===== config.mk =====
export PLATFORM = sky130hd
export DESIGN_NAME = uart_tx_arbiter
export DESIGN_NICKNAME = d
export VERILOG_FILES = /design/src/rtl/uart_tx_arbiter.sv
export SDC_FILE = /design/constraint.sdc
export NUM_CORES = 1
export LEC_CHECK = 0
export ABC_AREA = 0
export BUFFER_PORTS_ARGS = -buffer_cell sky130_fd_sc_hd__buf_2
export CAP_MARGIN = 20
export CORE_MARGIN = 2
export CORE_UTILIZATION = 30
export CTS_CLUSTER_DIAMETER = 100
export DETAILED_ROUTE_END_ITERATION = 6
export HOLD_SLACK_MARGIN = 0.08
export PLACE_DENSITY = 0.52
export SLEW_MARGIN = 20
export SYNTH_ARGS = -nofsm -noshare
export SYNTH_HDL_FRONTEND = slang
export SYNTH_SLANG_ARGS = --single-unit

===== constraint.sdc =====
create_clock -name clk -period 2.5 [get_ports clk]
set_input_delay 0.375 -clock clk [delete_from_list [all_inputs] [get_ports clk]]
set_output_delay 0.375 -clock clk [all_outputs]
set_load 0.02 [all_outputs]

===== src/rtl/uart_tx_arbiter.sv =====
// Round-robin, packet-locking arbiter sharing one UART transmitter among NUM_REQ byte streams.
// Define ARB_FIXED_PRIORITY_EN to replace the round-robin pick with lowest-index-wins.
module uart_tx_arbiter #(
  parameter int NUM_REQ      = 2,
  parameter int HOLD_TIMEOUT = 255
) (
  input  logic                 clk,
  input  logic                 rst,
  input  logic [NUM_REQ-1:0]   req_valid,
  input  logic [8*NUM_REQ-1:0] req_data,
  input  logic [NUM_REQ-1:0]   req_last,
  output logic [NUM_REQ-1:0]   req_ready,
  output logic [NUM_REQ-1:0]   grant,
  output logic [7:0]           tx_data,
  output logic                 new_tx_data,
  input  logic                 tx_busy,
  output logic                 arb_busy,
  output logic [1:0]           state_o
);

  // Handshake: a requester byte transfers only in a cycle where req_valid[i] and
  // req_ready[i] are both high; valid must not depend on ready.
  localparam int IW = (NUM_REQ > 1) ? $clog2(NUM_REQ) : 1;
  localparam int CW = (HOLD_TIMEOUT > 1) ? $clog2(HOLD_TIMEOUT) : 1;
  localparam logic [CW-1:0] CNT_LAST = CW'(HOLD_TIMEOUT - 1);

  typedef enum logic [1:0] {
    IDLE  = 2'd0,
    LOAD  = 2'd1,
    SEND  = 2'd2,
    GUARD = 2'd3
  } state_t;

  state_t               state_q, state_d;
  logic [NUM_REQ-1:0]   grant_q, grant_d;
  logic [IW-1:0]        gidx_q, gidx_d;
  logic [7:0]           tx_data_q, tx_data_d;
  logic                 new_tx_q, new_tx_d;
  logic                 last_q, last_d;
  logic [CW-1:0]        cnt_q, cnt_d;
  logic                 release_d;
  logic [IW-1:0]        win_idx;
  logic                 win_found;

`ifdef ARB_FIXED_PRIORITY_EN
  always_comb begin
    win_idx   = '0;
    win_found = 1'b0;
    for (int i = NUM_REQ - 1; i >= 0; i--) begin
      if (req_valid[i]) begin
        win_idx   = IW'(i);
        win_found = 1'b1;
      end
    end
  end
`else
  logic [IW-1:0] last_grant_q;
  logic [IW-1:0] cand;

  // Scan offsets from farthest to nearest so the nearest valid requester after last_grant wins.
  always_comb begin
    win_idx   = '0;
    win_found = 1'b0;
    cand      = '0;
    for (int off = NUM_REQ; off >= 1; off--) begin
      cand = IW'((int'(last_grant_q) + off) % NUM_REQ);
      if (req_valid[cand]) begin
        win_idx   = cand;
        win_found = 1'b1;
      end
    end
  end

  always_ff @(posedge clk) begin
    if (rst) begin
      last_grant_q <= IW'(NUM_REQ - 1);
    end else if (release_d) begin
      last_grant_q <= gidx_q;
    end
  end
`endif

  always_ff @(posedge clk) begin
    if (rst) begin
      state_q   <= IDLE;
      grant_q   <= '0;
      gidx_q    <= '0;
      tx_data_q <= 8'h00;
      new_tx_q  <= 1'b0;
      last_q    <= 1'b0;
      cnt_q     <= '0;
    end else begin
      state_q   <= state_d;
      grant_q   <= grant_d;
      gidx_q    <= gidx_d;
      tx_data_q <= tx_data_d;
      new_tx_q  <= new_tx_d;
      last_q    <= last_d;
      cnt_q     <= cnt_d;
    end
  end

  always_comb begin
    state_d   = state_q;
    grant_d   = grant_q;
    gidx_d    = gidx_q;
    tx_data_d = tx_data_q;
    new_tx_d  = 1'b0;
    last_d    = last_q;
    cnt_d     = cnt_q;
    release_d = 1'b0;
    req_ready = '0;
    unique case (state_q)
      IDLE: begin
        if (win_found) begin
          grant_d = NUM_REQ'(1) << win_idx;
          gidx_d  = win_idx;
          state_d = LOAD;
        end
      end
      LOAD: begin
        req_ready = grant_q;
        if (req_valid[gidx_q]) begin
          tx_data_d = req_data[{gidx_q, 3'b000} +: 8];
          last_d    = req_last[gidx_q];
          cnt_d     = '0;
          state_d   = SEND;
        end else if (cnt_q == CNT_LAST) begin
          // Owner stalled too long: revoke so other requesters are not starved.
          grant_d   = '0;
          cnt_d     = '0;
          release_d = 1'b1;
          state_d   = IDLE;
        end else begin
          cnt_d = cnt_q + CW'(1);
        end
      end
      SEND: begin
        if (!tx_busy) begin
          new_tx_d = 1'b1;
          state_d  = GUARD;
        end
      end
      GUARD: begin
        // tx_busy is not consulted here: the UART raises it one cycle after the strobe.
        if (last_q) begin
          grant_d   = '0;
          release_d = 1'b1;
          state_d   = IDLE;
        end else begin
          state_d = LOAD;
        end
      end
      default: state_d = IDLE;
    endcase
  end

  assign grant       = grant_q;
  assign tx_data     = tx_data_q;
  assign new_tx_data = new_tx_q;
  assign arb_busy    = (state_q != IDLE);
  assign state_o     = state_q;

endmodule


Yosys cells after proc, flatten, opt, wreduce, memory -nomap -nowiden
Index checks and enable logic that the tools add are counted.
{ "totals": {"reg_bits": 24, "latch_bits": 0, "ramBits": 0, "rom_bits": 0, "inputBits": 23, "out_inout_bits": 16, "wordCells": 65, "memories": 0} }
{ "op_classes": {"n_addsub": 3, "mul": 0, "div": 0, "order_cmp": 3, "n_eq_ne": 10, "shifts": 2, "n_mux": 30, "n_bitwise": 1, "reduce_logical": 8} }
{ "op_table": {"columns": ["operator", "count"], "rows": [
  ["2-to-1 mux 1 bit", 17],
  ["2-to-1 mux 2 bit", 8],
  ["2-to-1 mux 8 bit", 2],
  ["variable part select 16 x 5 -> 8 bit", 1],
  ["!= test 2 bit, second input constant", 5],
  ["adder 8 x 1 -> 8 bit, second input constant", 1],
  ["equality test 8 bit, second input constant", 1],
  ["case mux 2 bit (4 select lines)", 1],
  ["less-than comparator 1 x 2 -> 1 bit, second input constant", 3],
  ["case mux 2 bit (3 select lines)", 1],
  ["AND reduction 5 bit", 1],
  ["equality test 2 bit, second input constant", 2],
  ["AND reduction 2 bit", 2],
  ["!= test 3 bit, second input constant", 1],
  ["AND reduction 3 bit", 1],
  ["nonzero test 3 bit", 1],
  ["adder 1 bit, second input constant", 2],
  ["equality test 2 x 1 -> 1 bit, second input constant", 1],
  ["logical NOT 2 bit", 1],
  ["case mux 1 bit (2 select lines)", 1],
  ["nonzero test 2 bit", 1],
  ["OR reduction 2 bit", 1],
  ["<< shifter 1 x 1 -> 2 bit, first input constant", 1],
  ["NOT 1 bit", 1]
]} }

Logic depth before layout (Yosys ltp)
{ "depth": {"depth_word": 8, "mapped_depth": 7, "ltp_nobuf": 6} }

Least setup slack after synthesis
No wires, ideal clock.
{ "synth_timing": {"path_kind": "register to register", "start": "register state_q[0], in the netlist state_o[0]", "end": "register grant_q[0], in the netlist grant[0]", "setup_ns": 0.070, "t_arrival_ns": 1.959, "t_required_ns": 2.430, "slack_ns": 0.471, "stages_incl_launch_ff": 7, "path_buffers": 0, "synth_period_minus_slack_ns": 2.029, "path_cell_list": "dfxtp_1 -> inv_1 -> ha_1 -> nor3b_1 -> or2_2 -> or4b_1 -> a21oi_1"} }
{ "synth_via": {"elab_chain_cells": 3, "word_cells_on_any_way": 10, "classes_between": "eq/ne (6); mux (1); reduce/logical (3)"} }
{ "synth_lines": {"columns": ["item", "line", "source"], "rows": [
  ["start, declared", "34", "state_t state_q, state_d;"],
  ["start signal, assigned", "93", "state_q <= state_d;"],
  ["equality test 2 x 1 -> 1 bit, or another cell as far along", "113", "unique case (state_q)"],
  ["!= test 2 bit (no source line) / nonzero test 3 bit (equally long branches)", null, null],
  ["AND reduction 5 bit (no source line)", null, null],
  ["end signal, assigned", "94", "grant_q <= grant_d;"],
  ["end, declared", "35", "logic [NUM_REQ-1:0] grant_q, grant_d;"]
]} }
Parallel ways exist; a longest one is shown, timed or not.
A chain may end at the register's enable or synchronous reset.

Worst setup path after layout
Ends and elaborated chain as after synthesis.

==> results.cfg <==
[cts]
clkSinkCount = 24
cts_setup_buffers = 0
numCtsBuffers = 3
cts_tree = yes
clock_path_buffers = 2
cts_resized = 0
htree_num_levels = 1
cts_root_buffer = clkbuf_8
worstSkewPairLatency_ns = 0.27
holdBufCountCts = 0
clk_pin_slew_ns = 0.09

[finish]
final_cell_mix = 38 x buf_2, 24 x dfxtp_1, 14 x nor2_1
layout_commonest_cell = buf_2
antenna-diode-count = 0
num-nets-final = 208
area_growth_pct = 22.8
layout-drive-gt1-share = 0.282

[sta]
drv_slew = 0
relSlewSlack = 0.676
period_share = 0.817
fin_setup_tns_ns = 0
hold_viol = 0
setup_violations = 0
fmax_ghz = 0.490
min_period_ns = 2.04
worstMarginPinSlew_ns = 0.486
rsz0062_at_grt = no
clock_skew_ns = 0.00695

[floorplanning]
die_y_um = 69.5
dieArea_sq_um = 4830
boundaryPins = 39
start_util = 0.317
die_w_um = 69.5
core_sq_um = 4060
placementRows = 23

[power]
power_leakage_nw = 0.670
peakVddDrop_mv = 0.298
power.total_w = 0.00109
powerDensity_nw_per_um2 = 692

[global_route]
grt_pass1_vias = 1089
track_usage = 0.124
antenna_found_initial = 0
grt_start_max_net_pins = 27
grt.overflow.total = 0
grt_pass1_wl_um = 4920

[worst_setup_path]
required_ns = 2.71
rr_worst_depth = 6
regToRegStartpoint = state_o[0]
crit_end = grant[0]
endpoint_kind = flip-flop
cp_max_fo = 6
crit_start = state_o[0]
start_kind = flip-flop
crit_arrival_ns = 2.25
reg2reg_slack_ns = 0.46
path_class = reg -> reg
regToRegEndpoint = grant[0]

[yosys]
synth_top_area_cell = dfxtp_1
netlist_instances = 140
muxShareOfSynthArea = 0.0952
synth-seq-cells = 24
yosys.area_share.xor_xnor = 0
synth-seq-area-share = 0.373
synth_fa_ha_area_frac = 0.0680
synth_top_family_by_area = compound AO/OA/AOI/OAI gates
syn_area_per_cell_sq_um = 9.20
synth_top_area_frac = 0.373
synth_nets = 170
synth.distinct_cells = 42
netlist_area_sq_um = 1290
ys_warn_count = 0
synth_compound_area_frac = 0.239
synth.area.top_cells = dfxtp_1 37%, mux2i_1 7.8%, ha_1 6.8%
synthSimpleGateAreaFrac = 0.182

[routing]
drtIter0Drc = 63
vias_per_cell = 5.27
drc = 0
dr_total_vias = 1197
drtAntennaViolNets = 0
routed_wl_um = 2950
route.detailed.wl_per_inst_um = 13.0
drtPass1Iterations = 4

[min_path]
min_path_type = in -> reg

[placed_design]
dp_hpwl_um = 2180
place.gp.congestion = 0.801
place.port_buffers = 38

[status]
outcome = completed

[run]
cap_violations = 0
-- logic make-up after synthesis --
family                   count (synthesis)
AND/OR/NAND/NOR                         45
flip-flops                              24
adder cells (fa/ha/maj)                  7
buffers and inverters                   14
AO/OA/AOI/OAI                           39
multiplexers                            11
-- worst max-delay path: stages, from the launching register on --
cell     delay [ns]
dfxtp_1        0.43
inv_1          0.14
ha_1           0.26
nor3b_1        0.16
or2_2          0.33
or4b_1         0.50
a21oi_1        0.14
-- worst min-delay path by stage --
stage | slack, ns | end | cells after the start | start
after floorplan | 0.45 | new_tx_data | 1 | tx_busy
after global placement | 0.47 | grant[0] | 2 | grant[0]
after detailed placement | 0.48 | grant[0] | 2 | grant[0]
after CTS | 0.27 | new_tx_data | 2 | tx_busy
after global routing | 0.27 | new_tx_data | 2 | tx_busy
final | 0.28 | new_tx_data | 2 | tx_busy
-- report_power, final --
part / switching [W] / total, W / internal, W
sequential: 0.0000318 / 0.000456 / 0.000425
clock: 0.000127 / 0.000267 / 0.000141
combinational: 0.000227 / 0.000370 / 0.000143
-- flip-flops by register name (all words and copies together), names as in the netlist, named ones only --
signal / count
tx_data: 8
new_tx_data: 1
last_q: 1
last_grant_q: 1
grant: 2
cnt_q: 8
gidx_q: 1
state_o: 1
-- cell usage after synthesis --
library cell and n:
mux2i_1 10, and2_1 2, o211ai_1 2, o211a_1 3, clkbuf_1 4, o31ai_1 1
inv_1 7, a31oi_1 1, dfxtp_1 24, nor3b_1 2, nand4_1 3, and4_1 1
a2bb2oi_1 1, a311oi_1 3, a21boi_0 1, o41ai_1 1, mux2i_4 1, or4b_1 1
ha_1 7, a211oi_1 9, a311o_1 1, o211ai_2 1, nor3_1 3, nor2b_1 2
buf_2 2, a22oi_1 1, a211o_1 1, nor2_2 1, nor2_1 14, a31o_2 1
o21ai_0 3, or2_2 1, a41oi_2 1, buf_1 1, nand3b_1 1, a41oi_1 2
o31a_1 1, and3_1 3, nand2_1 6, a21oi_1 5, or4_1 1, nand3_1 4
-- routing by layer --
metal	part of all wire	global-route usage	wire length [um]
met1	0.46	0.149	1340
met2	0.49	0.216	1440
met3	0.044	0.0276	129
met4	0.012	0.0458	36
met5	0	0	0
-- metrics by stage --
stage	instances	hold WS, ns	instance area, sq um	util	setup slack, ns
CTS	227	0.268	1580	0.390	0.467
finish	227	0.278	1580	0.390	0.458
detailed placement	223	0.478	1530	0.376	0.496
global route	227	0.266	1580	0.390	0.285
floorplan	140	0.451	1290	-	0.471
global placement	223	0.474	1530	0.376	0.561
-- cell type report --
class	count	area, sq um
clock buffers	4	55.1
fillers	395	2480
inverters	7	26.3
multi-input cells	102	752
flip-flops and latches	24	480
well taps	50	62.6
repair buffers	40	205
(Power assumes the default switching activity.)
